### config.mk
export PLATFORM = sky130hd
export DESIGN_NAME = cache_line_fill
export DESIGN_NICKNAME = d
export VERILOG_FILES = /design/src/rtl/cache_line_fill_pkg.sv /design/src/rtl/cache_line_fill.sv
export SDC_FILE = /design/constraint.sdc
export NUM_CORES = 1
export LEC_CHECK = 0
export CAP_MARGIN = 20
export CORE_ASPECT_RATIO = 0.6
export CORE_MARGIN = 8
export CORE_UTILIZATION = 49
export DETAILED_ROUTE_END_ITERATION = 12
export GPL_ROUTABILITY_DRIVEN = 0
export GPL_TIMING_DRIVEN = 0
export PLACE_DENSITY = 0.95
export SLEW_MARGIN = 40
export SYNTH_ARGS = -nofsm -noshare
export SYNTH_HDL_FRONTEND = slang
export SYNTH_SLANG_ARGS = --single-unit
### constraint.sdc
create_clock -name clk -period 3.8 [get_ports clk]
set_input_delay 1.14 -clock clk [delete_from_list [all_inputs] [get_ports clk]]
set_output_delay 1.14 -clock clk [all_outputs]
set_load 0.005 [all_outputs]
### src/rtl/cache_line_fill_pkg.sv
// Shared cache definitions: fill FSM states, address field widths and
// slice positions used by the cache controller and the line-fill engine.
package cache_line_fill_pkg;

  typedef enum logic [1:0] {
    IDLE  = 2'd0,
    FETCH = 2'd1,
    WRITE = 2'd2
  } fill_state_t;

  localparam int TAG_W    = 3;
  localparam int INDEX_W  = 10;
  localparam int OFFSET_W = 2;
  localparam int ADDR_W   = TAG_W + INDEX_W + OFFSET_W;

  localparam int OFFSET_LSB = 0;
  localparam int INDEX_LSB  = OFFSET_LSB + OFFSET_W;
  localparam int TAG_LSB    = INDEX_LSB + INDEX_W;

  function automatic logic [TAG_W-1:0] get_tag(input logic [ADDR_W-1:0] addr);
    return addr[TAG_LSB +: TAG_W];
  endfunction

  function automatic logic [INDEX_W-1:0] get_index(input logic [ADDR_W-1:0] addr);
    return addr[INDEX_LSB +: INDEX_W];
  endfunction

endpackage

### src/rtl/cache_line_fill.sv
// Cache miss refill engine: fetches the four words of a line from main
// memory in order, assembles them and writes the line in a single cycle.
module cache_line_fill
  import cache_line_fill_pkg::*;
#(
  parameter int WORDS_PER_LINE = 4,
  parameter int WORD_W         = 32
) (
  input  logic                             clk,
  input  logic                             rst,
  input  logic                             fill_req,
  input  logic [ADDR_W-1:0]                fill_addr,
  output logic                             fill_busy,
  output logic                             fill_done,
  output logic                             mem_rd,
  output logic [ADDR_W-1:0]                mem_addr,
  input  logic                             mem_ack,
  input  logic [WORD_W-1:0]                mem_data,
  output logic                             line_we,
  output logic [INDEX_W-1:0]               line_index,
  output logic [TAG_W-1:0]                 line_tag,
  output logic [WORDS_PER_LINE*WORD_W-1:0] line_data,
  output logic [15:0]                      fill_count
);

  fill_state_t         state, next_state;
  logic [OFFSET_W-1:0] beat;
  logic [TAG_W-1:0]    tag_q;
  logic [INDEX_W-1:0]  index_q;
  logic [WORD_W-1:0]   buffer [WORDS_PER_LINE];
  logic [15:0]         count_q;

  always_ff @(posedge clk or negedge rst) begin
    if (!rst) state <= IDLE;
    else      state <= next_state;
  end

  // Request latching, beat capture and the completed-fill counter.
  always_ff @(posedge clk or negedge rst) begin
    if (!rst) begin
      beat    <= '0;
      tag_q   <= '0;
      index_q <= '0;
      count_q <= '0;
      for (int k = 0; k < WORDS_PER_LINE; k++) buffer[k] <= '0;
    end else begin
      unique case (state)
        IDLE: begin
          if (fill_req) begin
            tag_q   <= get_tag(fill_addr);
            index_q <= get_index(fill_addr);
            beat    <= '0;
          end
        end
        FETCH: begin
          if (mem_ack) begin
            buffer[beat] <= mem_data;
            beat         <= beat + 1'b1;
          end
        end
        WRITE:   count_q <= count_q + 16'd1;
        default: ;
      endcase
    end
  end

  always_comb begin
    next_state = state;
    mem_rd     = 1'b0;
    line_we    = 1'b0;
    fill_done  = 1'b0;
    unique case (state)
      IDLE: begin
        if (fill_req) next_state = FETCH;
      end
      FETCH: begin
        mem_rd = 1'b1;
        if (mem_ack && beat == OFFSET_W'(WORDS_PER_LINE - 1)) next_state = WRITE;
      end
      WRITE: begin
        line_we    = 1'b1;
        fill_done  = 1'b1;
        next_state = IDLE;
      end
      default: next_state = IDLE;
    endcase
  end

  always_comb begin
    line_data = '0;
    for (int k = 0; k < WORDS_PER_LINE; k++) line_data[k*WORD_W +: WORD_W] = buffer[k];
  end

  // The offset of the miss is irrelevant: beats always walk the line from word 0.
  assign mem_addr   = (state == FETCH) ? {tag_q, index_q, beat} : '0;
  assign fill_busy  = (state != IDLE);
  assign line_index = index_q;
  assign line_tag   = tag_q;
  assign fill_count = count_q;

endmodule

==> run_results.csv <==
group,metric,value,unit
run_status,outcome,"finished, final reports clean",
synth,synth_edf_count,0,
floorplanning,die_w,164,um
grt,grt_pass1_vias,4860,
detailed_routing,top_layer_used,"met4",
cells_and_area,fillCellCount,769,
sta,rsz0062_at_grt,"false",
critical_path,worst_ep_required_time,2.66,ns
floorplanning,die_area,17300,sq um
synth,yosysWarnings,0,
sta,slew_headroom,63.8,%
cells_and_area,multi_input_area,2270,sq um
cells_and_area,fin_cells,827,
clock_network,ctsHtreeMaxLevel,4,
clock_network,postCtsResizedCells,0,
synth,syn-num-nets,456,
sta,fin_setup_tns,0,ns
critical_path,path_max_fanout,10,
pwr,seqPwrFrac,36.1,%
grt,track_usage,20.9,%
synth,yosysUniqueCellTypes,31,
clock_network,cts_tree,"yes",
synth,syn_avg_cell_area,16.2,sq um
floorplanning,start_util,50.3,%
critical_path,arrival,2.26,ns
detailed_routing,wl_per_cell,21.6,um
clock_network,cts_hold_buf,0,
clock_network,post_cts_buffers,0,
floorplanning,die_h,105,um
pwr,pwr-share-clk,21.3,%
critical_path,endpoint_kind,"primary output",
hold_path,hold_path.class,"reg2reg",
clock_network,cts_buffers,17,
clock_network,clk_latency,0.41,ns
pwr,p_leak,4.25,nW
detailed_routing,drt_iter0_drc,178,
detailed_routing,drc,0,
grt,antenna_found_initial,0,
grt,overflow,0,
sta,drv_slew,0,
placed_design,dpl.hpwl,13600,um
pwr,powerDensity,868,nW/um^2
detailed_routing,dr_wl_met2,8490,um
cells_and_area,final_cell_mix,"222 x clkdlybuf4s50_1, 161 x dfrtp_1, 101 x mux2_2, 29 x mux2_4, 17 x clkbuf_16",
sta,finalSetupViolCount,0,
sta,fin_crit_sh,89.6,%
detailed_routing,ant_nets,0,
placed_design,numPortBuffers,223,
grt,grt_max_degree,73,
job,drv_cap,0,
sta,min_period,3.40,ns
pwr,p_int,5.97,mW
pwr,power_frac_comb,42.6,%
grt,grt_pass1_wl,28000,um
synth,ys_seq_area_share,62.2,%
clock_network,clk_pin_slew,0.07,ns
floorplanning,io_pins,227,
cells_and_area,regArea,4030,sq um
pwr,switchingPower,2.37,mW
synth,ys.flop_type,"dfrtp_1",
sta,worst_pin_slew,0.541,ns
clock_network,clockBufferDepth,2,
floorplanning,num_rows,32,
synth,synth_top_area_share,62.2,%
detailed_routing,wl_met1,7090,um
synth,ys_top_cells_by_area,"dfrtp_1 62%, mux2_2 18%, mux2_4 6.7%, buf_6 2.1%, mux2_1 2.1%",
detailed_routing,drt_wl_total,17900,um
cells_and_area,drive_above_1_share,28.8,%
detailed_routing,wl_met3,2130,um
synth,synth_area_leader_cell,"dfrtp_1",
placed_design,place_inst,795,
critical_path,startpoint_type,"flop",
sta,clock.fmax,294,MHz
sta,final.setup_skew,0.0105,ns
sta,hold_viol_final,0,
sta,whs,0.494,ns
cells_and_area,layout.nets,700,
floorplanning,core,12900,sq um
detailed_routing,drt-vias-per-instance,5.11,
cells_and_area,area_delta_synth_final,48.3,%
synth,synthArstFlopShare,100,%
clock_network,clockRootBuffer,"clkbuf_16",
synth,synth-seq-cells,161,
cells_and_area,final_common_cell,"clkdlybuf4s50_1",
pwr,ir_drop,0.000538,V
synth,syn_inst,400,
critical_path,critPathKind,"reg2out",
clock_network,cts_sinks,161,
cells_and_area,diodes,0,
detailed_routing,vias,4223,
pwr,swShare,28.4,%
synth,syn_area,6480,sq um
detailed_routing,dr.pass1.iters,5,
==> cell usage after synthesis (2+ instances only) <==
| master | instances |
|---|---|
| mux2_2 | 101 |
| xnor2_1 | 7 |
| mux2_1 | 12 |
| buf_6 | 12 |
| nand3_4 | 4 |
| xor2_1 | 8 |
| dfrtp_1 | 161 |
| nor2_1 | 5 |
| nand2_1 | 10 |
| nand4_1 | 3 |
| inv_1 | 4 |
| buf_2 | 3 |
| and2_1 | 15 |
| nand3_1 | 3 |
| mux2_4 | 29 |
| clkbuf_1 | 2 |
| ha_1 | 5 |
| nor3_1 | 3 |
==> stage by stage <==
step | power (mW) | setup WS (ns) | area (sq um) | utilization, %
2_1_floorplan | 4.27 | 1.52 | 6480 | -
3_5_place_dp | 6.62 | 0.824 | 8980 | 69.7
6_report | 8.33 | 0.396 | 9610 | 74.5
3_3_place_gp | 6.41 | -4.45 | 8920 | 69.2
4_1_cts | 8.43 | 0.382 | 9610 | 74.5
5_1_grt | 8.77 | 0.277 | 9610 | 74.5
==> critical path: stages (launching register included) <==
cell             delay, ns
dfrtp_1               0.42
and2b_4               0.36
clkbuf_1              0.36
and2_1                0.20
clkdlybuf4s50_1       0.52
==> area by class of cell <==
cell class	instances	share of cell area, %
Sequential cell	161	41.9
Clock buffer	21	5.00
Buffer	18	1.72
Multi-Input combinational cell	217	23.6
Timing Repair Buffer	225	23.9
Tap cell	170	2.21
Inverter	4	0.156
Clock inverter	11	1.47
==> routing by layer <==
metal	vias to the layer above	track usage, %
met2	179	35.1
met3	13	10.1
li1	1885	-
met4	0	5.06
met5	-	0
met1	2146	23.7
==> final timing paths <==
| path | slack, ns | startpoint | endpoint | cells after the start |
|---|---|---|---|---|
| min reg2reg | 0.49 | line_data[1] | line_data[1] | 1 |
| max reg2reg | 2.03 | state[1] | line_index[6] | 3 |
| min | 0.49 | line_data[1] | line_data[1] | 1 |
| min in group asynchronous | 0.56 | rst | line_data[82] | 1 |
| max | 0.40 | state[1] | mem_addr[3] | 4 |
| max in group asynchronous | 2.29 | rst | line_data[93] | 3 |
==> flip-flops by register name (all words and copies together), names as in the netlist <==
register    flops
state           2
line_index     10
beat            2
line_data     128
line_tag        3
fill_count     16
==> cells by family (layout without fill, tap and decap cells) <==
kind of cell	after synthesis	in the layout	share of synthesized area (%)
xor gates and xnor gates	15	15	2.03
muxes	142	142	26.4
adders and majority gates	5	5	0.965
and+or+nand+nor	51	51	5.27
buffers and inverters	22	279	2.78
DFF	161	161	62.2
AOI/OAI and AO/OA	4	4	0.425
==> power by group through the flow <==
stage               registers (mW)  logic [mW]  clock network [mW]
floorplan                     2.99        1.28                   0
global placement              2.94        3.47                   0
detailed placement            3.02        3.60                   0
CTS                           3.01        3.63                1.80
global route                  3.10        3.80                1.87
finish                        3.01        3.55                1.77
Note: power is estimated with default switching activity, not from simulation.
